**config.mk**
```make
export PLATFORM = sky130hd
export DESIGN_NAME = fetch_unit
export DESIGN_NICKNAME = d
export VERILOG_FILES = /design/src/rtl/cpu_pkg.sv /design/src/rtl/pc_sel.sv /design/src/rtl/fetch_unit.sv
export SDC_FILE = /design/constraint.sdc
export NUM_CORES = 1
export LEC_CHECK = 0
export ABC_AREA = 1
export BUFFER_PORTS_ARGS = -buffer_cell sky130_fd_sc_hd__buf_2
export CAP_MARGIN = 20
export CORE_MARGIN = 5
export CORE_UTILIZATION = 51
export CTS_BUF_LIST = sky130_fd_sc_hd__clkbuf_16
export DETAILED_ROUTE_END_ITERATION = 12
export PLACE_DENSITY = 0.93
export SKIP_LAST_GASP = 1
export SLEW_MARGIN = 20
export SYNTH_ARGS = -nofsm -noshare
export SYNTH_HDL_FRONTEND = slang
export SYNTH_SLANG_ARGS = --single-unit
export TNS_END_PERCENT = 30
```
**constraint.sdc**
```tcl
create_clock -name clk -period 1.98 [get_ports clk]
set_input_delay 0.495 -clock clk [delete_from_list [all_inputs] [get_ports clk]]
set_output_delay 0.495 -clock clk [all_outputs]
set_load 0.02 [all_outputs]
```
**src/rtl/cpu_pkg.sv**
```systemverilog
// cpu_pkg: shared fetch-stage types and constants
package cpu_pkg;
  typedef enum logic [1:0] {FETCH, VALID, ERR} fetch_state_t;
  localparam logic [31:0] NOP_INSTR = 32'h0000_0013;
  localparam logic [31:0] DEFAULT_RESET_PC = 32'h0000_0000;
endpackage

```
**src/rtl/pc_sel.sv**
```systemverilog
// pc_sel: next-PC selection and misaligned-redirect detection
module pc_sel (
  input  logic [31:0] pc,
  input  logic        redirect_valid,
  input  logic [31:0] redirect_pc,
  input  logic        squash,
  input  logic [31:0] target,
  output logic [31:0] next_pc,
  output logic        misalign
);
  always_comb begin
    next_pc = redirect_valid ? redirect_pc : squash ? target : pc + 32'd4;
    misalign = redirect_valid && (redirect_pc[1:0] != 2'b00);
  end
endmodule

```
**src/rtl/fetch_unit.sv**
```systemverilog
// fetch_unit: PC owner, imem req/ack handshake and instruction hold register
module fetch_unit import cpu_pkg::*; #(
  parameter logic [31:0] RESET_PC = DEFAULT_RESET_PC,
  parameter logic [31:0] NOP_INSTR = cpu_pkg::NOP_INSTR
) (
  input  logic        clk,
  input  logic        nrst,
  output logic        imem_req,
  output logic [31:0] imem_addr,
  input  logic        imem_ack,
  input  logic [31:0] imem_rdata,
  input  logic        instr_ready,
  input  logic        redirect_valid,
  input  logic [31:0] redirect_pc,
  output logic [31:0] instruction,
  output logic        instr_valid,
  output logic [31:0] pc,
  output logic [31:0] pc_plus4,
  output logic        fetch_err
);
  fetch_state_t state_q, state_d;
  logic [31:0] pc_q, pc_d, instr_q, instr_d, target_q, target_d, next_pc;
  logic squash_q, squash_d, misalign;
  pc_sel u_pc_sel (
    .pc(pc_q),
    .redirect_valid(redirect_valid),
    .redirect_pc(redirect_pc),
    .squash(squash_q),
    .target(target_q),
    .next_pc(next_pc),
    .misalign(misalign)
  );
  always_comb begin
    state_d = state_q;
    pc_d = pc_q;
    instr_d = instr_q;
    target_d = target_q;
    squash_d = squash_q;
    case (state_q)
      FETCH:
        if (misalign) state_d = ERR;
        else if (imem_ack) begin
          squash_d = 1'b0;
          // a redirect or pending squash drops the returned word and refetches
          if (redirect_valid || squash_q) pc_d = next_pc;
          else begin
            instr_d = imem_rdata;
            state_d = VALID;
          end
        end else if (redirect_valid) begin
          target_d = redirect_pc;
          squash_d = 1'b1;
        end
      VALID:
        if (instr_ready) begin
          state_d = misalign ? ERR : FETCH;
          pc_d = misalign ? pc_q : next_pc;
        end
      default: ;
    endcase
  end
  always_ff @(posedge clk or negedge nrst)
    if (!nrst) begin
      state_q <= FETCH;
      pc_q <= RESET_PC;
      instr_q <= NOP_INSTR;
      target_q <= RESET_PC;
      squash_q <= 1'b0;
    end else begin
      state_q <= state_d;
      pc_q <= pc_d;
      instr_q <= instr_d;
      target_q <= target_d;
      squash_q <= squash_d;
    end
  assign imem_req = state_q == FETCH;
  assign imem_addr = pc_q;
  assign instr_valid = state_q == VALID;
  assign instruction = instr_valid ? instr_q : NOP_INSTR;
  assign pc = pc_q;
  assign pc_plus4 = pc_q + 32'd4;
  assign fetch_err = state_q == ERR;
endmodule

```
==> flow_summary.json <==
{
  "placedCellCount": 1082,
  "initial_core_util": 0.524,
  "gp_congestion": 0.917,
  "cts_tree": "built",
  "dr.first_iter.drc_count": 471,
  "grt_max_degree": 100,
  "cap_violations": 0,
  "syn_to_final_growth_pct": 32.0,
  "grt_overflow": 0,
  "synthTopCellsByCount": "151 x nor2_1, 149 x nand2_1, 96 x dfrtp_1",
  "violations": "setup timing",
  "clk_pin_slew_ns": 0.07,
  "core_area_um2": 10900,
  "layout.cells.non_filler": 1116,
  "grt_pass1_wl_um": 26600,
  "reg2reg_slack_ns": 0.15,
  "die_height_um": 116,
  "outcome": "finished with violations",
  "synth_flop_cell": "dfrtp_1",
  "crit_fanout": 6,
  "ys_async_sr_fraction": 1.00,
  "nets": 1041,
  "avgSynthCellArea_um2": 7.38,
  "wire_per_inst_um": 14.8,
  "clock_path_buffers": 2,
  "slew_viol_final": 0,
  "synth-edff-count": 0,
  "syn_inst": 773,
  "ys_seq_area_frac": 0.435,
  "cts_buffers": 9,
  "setup_ws_ns": -0.399,
  "port-buffer-count": 199,
  "crit_path_end": "pc_plus4[22]",
  "h-tree-depth": 3,
  "pre_cts_ws_ns": -0.0750,
  "clk_latency_ns": 0.34,
  "postCtsHoldBufs": 0,
  "netlist_area_um2": 5700,
  "fp.dieArea_um2": 13400,
  "drive_above_1_share": 0.349,
  "worstReg2RegStart": "imem_addr[7]",
  "dieWidth_um": 116,
  "slew_headroom": 0.645,
  "period_needed_ns": 2.38,
  "required_ns": 1.48,
  "synth_most_common_cell": "nor2_1",
  "grt_use_total": 0.248,
  "pin_count": 200,
  "peakVddDrop_uv": 402,
  "dr.pass1.iters": 5,
  "dpl_cell_area_um2": 6820,
  "rsz0062_at_grt": "true",
  "report.final.hold_viol_count": 0,
  "r2r-end": "imem_addr[22]",
  "crit_type": "reg2out",
  "via_per_inst": 5.18,
  "skew_ns": 0.00912,
  "cts.sinks": 99,
  "start_kind": "flop",
  "ys_types": 30,
  "power.leakage_nw": 4.15,
  "powerDensity_nw_per_um2": 646,
  "ant_nets": 0,
  "clock.fmax_mhz": 420,
  "grt_pass1_vias": 5677,
  "crit_path_start": "imem_addr[7]",
  "post-route-period-util": 1.20,
  "synth.top_cell.area_share": 0.421,
  "wl_um": 16600,
  "worst_pin_slew_ns": 0.532,
  "synth-seq-cells": 99,
  "rows": 38,
  "fin_area_um2": 7520,
  "num_vias": 5786,
  "crit_arrival_ns": 1.88,
  "cts-root-buf": "clkbuf_16",
  "yosys-top-cells-area": "dfrtp_1 42%, nor2_1 9.9%, nand2_1 9.8%, inv_1 5.7%, a21oi_1 5.4%",
  "place_hpwl_um": 11800,
  "num_antenna_cells": 0,
  "yosys_warnings": 0,
  "end_kind": "output pin",
  "worst-r2r-cell-count": 11,
  "drc": 0,
  "hold_class": "in2async",
  "grt_antenna_before_repair": 2,
  "synth_nets": 843,
  "setup_viol": 58,
  "yosysTopAreaCell": "dfrtp_1"
}
-- state kept, by name, summed over array words and instances (netlist names) --
register and flops:
imem_addr 32, instr_q 32, target_q 32, state_q 2
squash_q 1
-- cells in the final DEF (no fill, tap or decap), types with 4 or more instances in the layout --
cell type,instances
o21ai_1,5
a21oi_1,60
nand2_2,12
nand2_1,139
nand2_4,6
dfrtp_2,6
o21ai_0,59
nor2_2,5
nor2_4,11
dfrtp_1,90
inv_2,4
buf_6,10
buf_2,177
nand3b_1,7
nand3_1,32
xor2_2,6
nor2_1,147
buf_12,7
clkbuf_16,9
buf_4,60
inv_1,86
-- cell type report --
class / instances / area, µm²
Multi-Input combinational cell: 517 / 2590
Sequential cell: 99 / 2490
Inverter: 90 / 338
Timing Repair Buffer: 254 / 1590
Clock buffer: 9 / 225
Fill cell: 818 / 3360
Clock inverter: 7 / 114
Tap cell: 140 / 175
-- routing by layer --
layer | GRT usage | wire [µm] | up-vias
li1 | - | - | 2761
met1 | 0.322 | 6600 | 2653
met2 | 0.413 | 8040 | 325
met3 | 0.0580 | 1500 | 43
met4 | 0.0773 | 399 | 4
met5 | 0 | 21 | -
-- cell families (layout without fill, tap and decap cells) --
group / count (synthesis) / after routing / share of synthesized area
DFF: 99 / 99 / 0.435
muxes: 3 / 3 / 0.00592
adders and majority gates: 1 / 1 / 0.00219
buffers and inverters: 157 / 360 / 0.135
xor gates and xnor gates: 15 / 15 / 0.0283
and+or+nand+nor: 369 / 369 / 0.277
AOI/OAI and AO/OA: 129 / 129 / 0.116
-- how the worst min path moves through the flow --
stage	from	to	slack, ns	depth (start not counted)
finish	nrst	imem_addr[10]	0.20	2
floorplan	nrst	imem_addr[0]	0.20	0
global placement	target_q[5]	target_q[5]	0.47	2
CTS	nrst	imem_addr[10]	0.23	2
global route	nrst	imem_addr[10]	0.25	2
detailed placement	target_q[14]	target_q[14]	0.47	2
-- critical path: stages, from the launching register on --
cell	delay [ns]
dfrtp_2	0.43
nand2_1	0.16
nor2_2	0.22
nand2_4	0.09
nor2_4	0.22
nand2_2	0.09
nand2_2	0.09
and2_4	0.14
buf_6	0.11
-- power by group --
part | switching (W) | leakage [nW] | internal [W]
clock | 0.000762 | 0.170 | 0.00123
combinational | 0.000453 | 2.85 | 0.000290
sequential | 0.0000586 | 1.13 | 0.00207
-- repair_timing --
item,CTS,global route
gates resized for setup,34,38
setup endpoints to repair,59,61
endpoints found under the hold margin,0,0
gates cloned,0,0
buffers inserted,16,9
pin swaps,17,17
-- per-stage QoR --
step	util	hold WS (ns)	TNS, ns	total power [W]
after floorplan	-	0.199	-0.253	0.00255
after global placement	0.626	0.465	-0.0109	0.00282
after detailed placement	0.626	0.473	-0.105	0.00283
after CTS	0.678	0.231	-8.63	0.00487
after global routing	0.691	0.251	-14.70	0.00508
final	0.691	0.198	-9.12	0.00486
No activity file was read; power rests on OpenSTA's default activity.
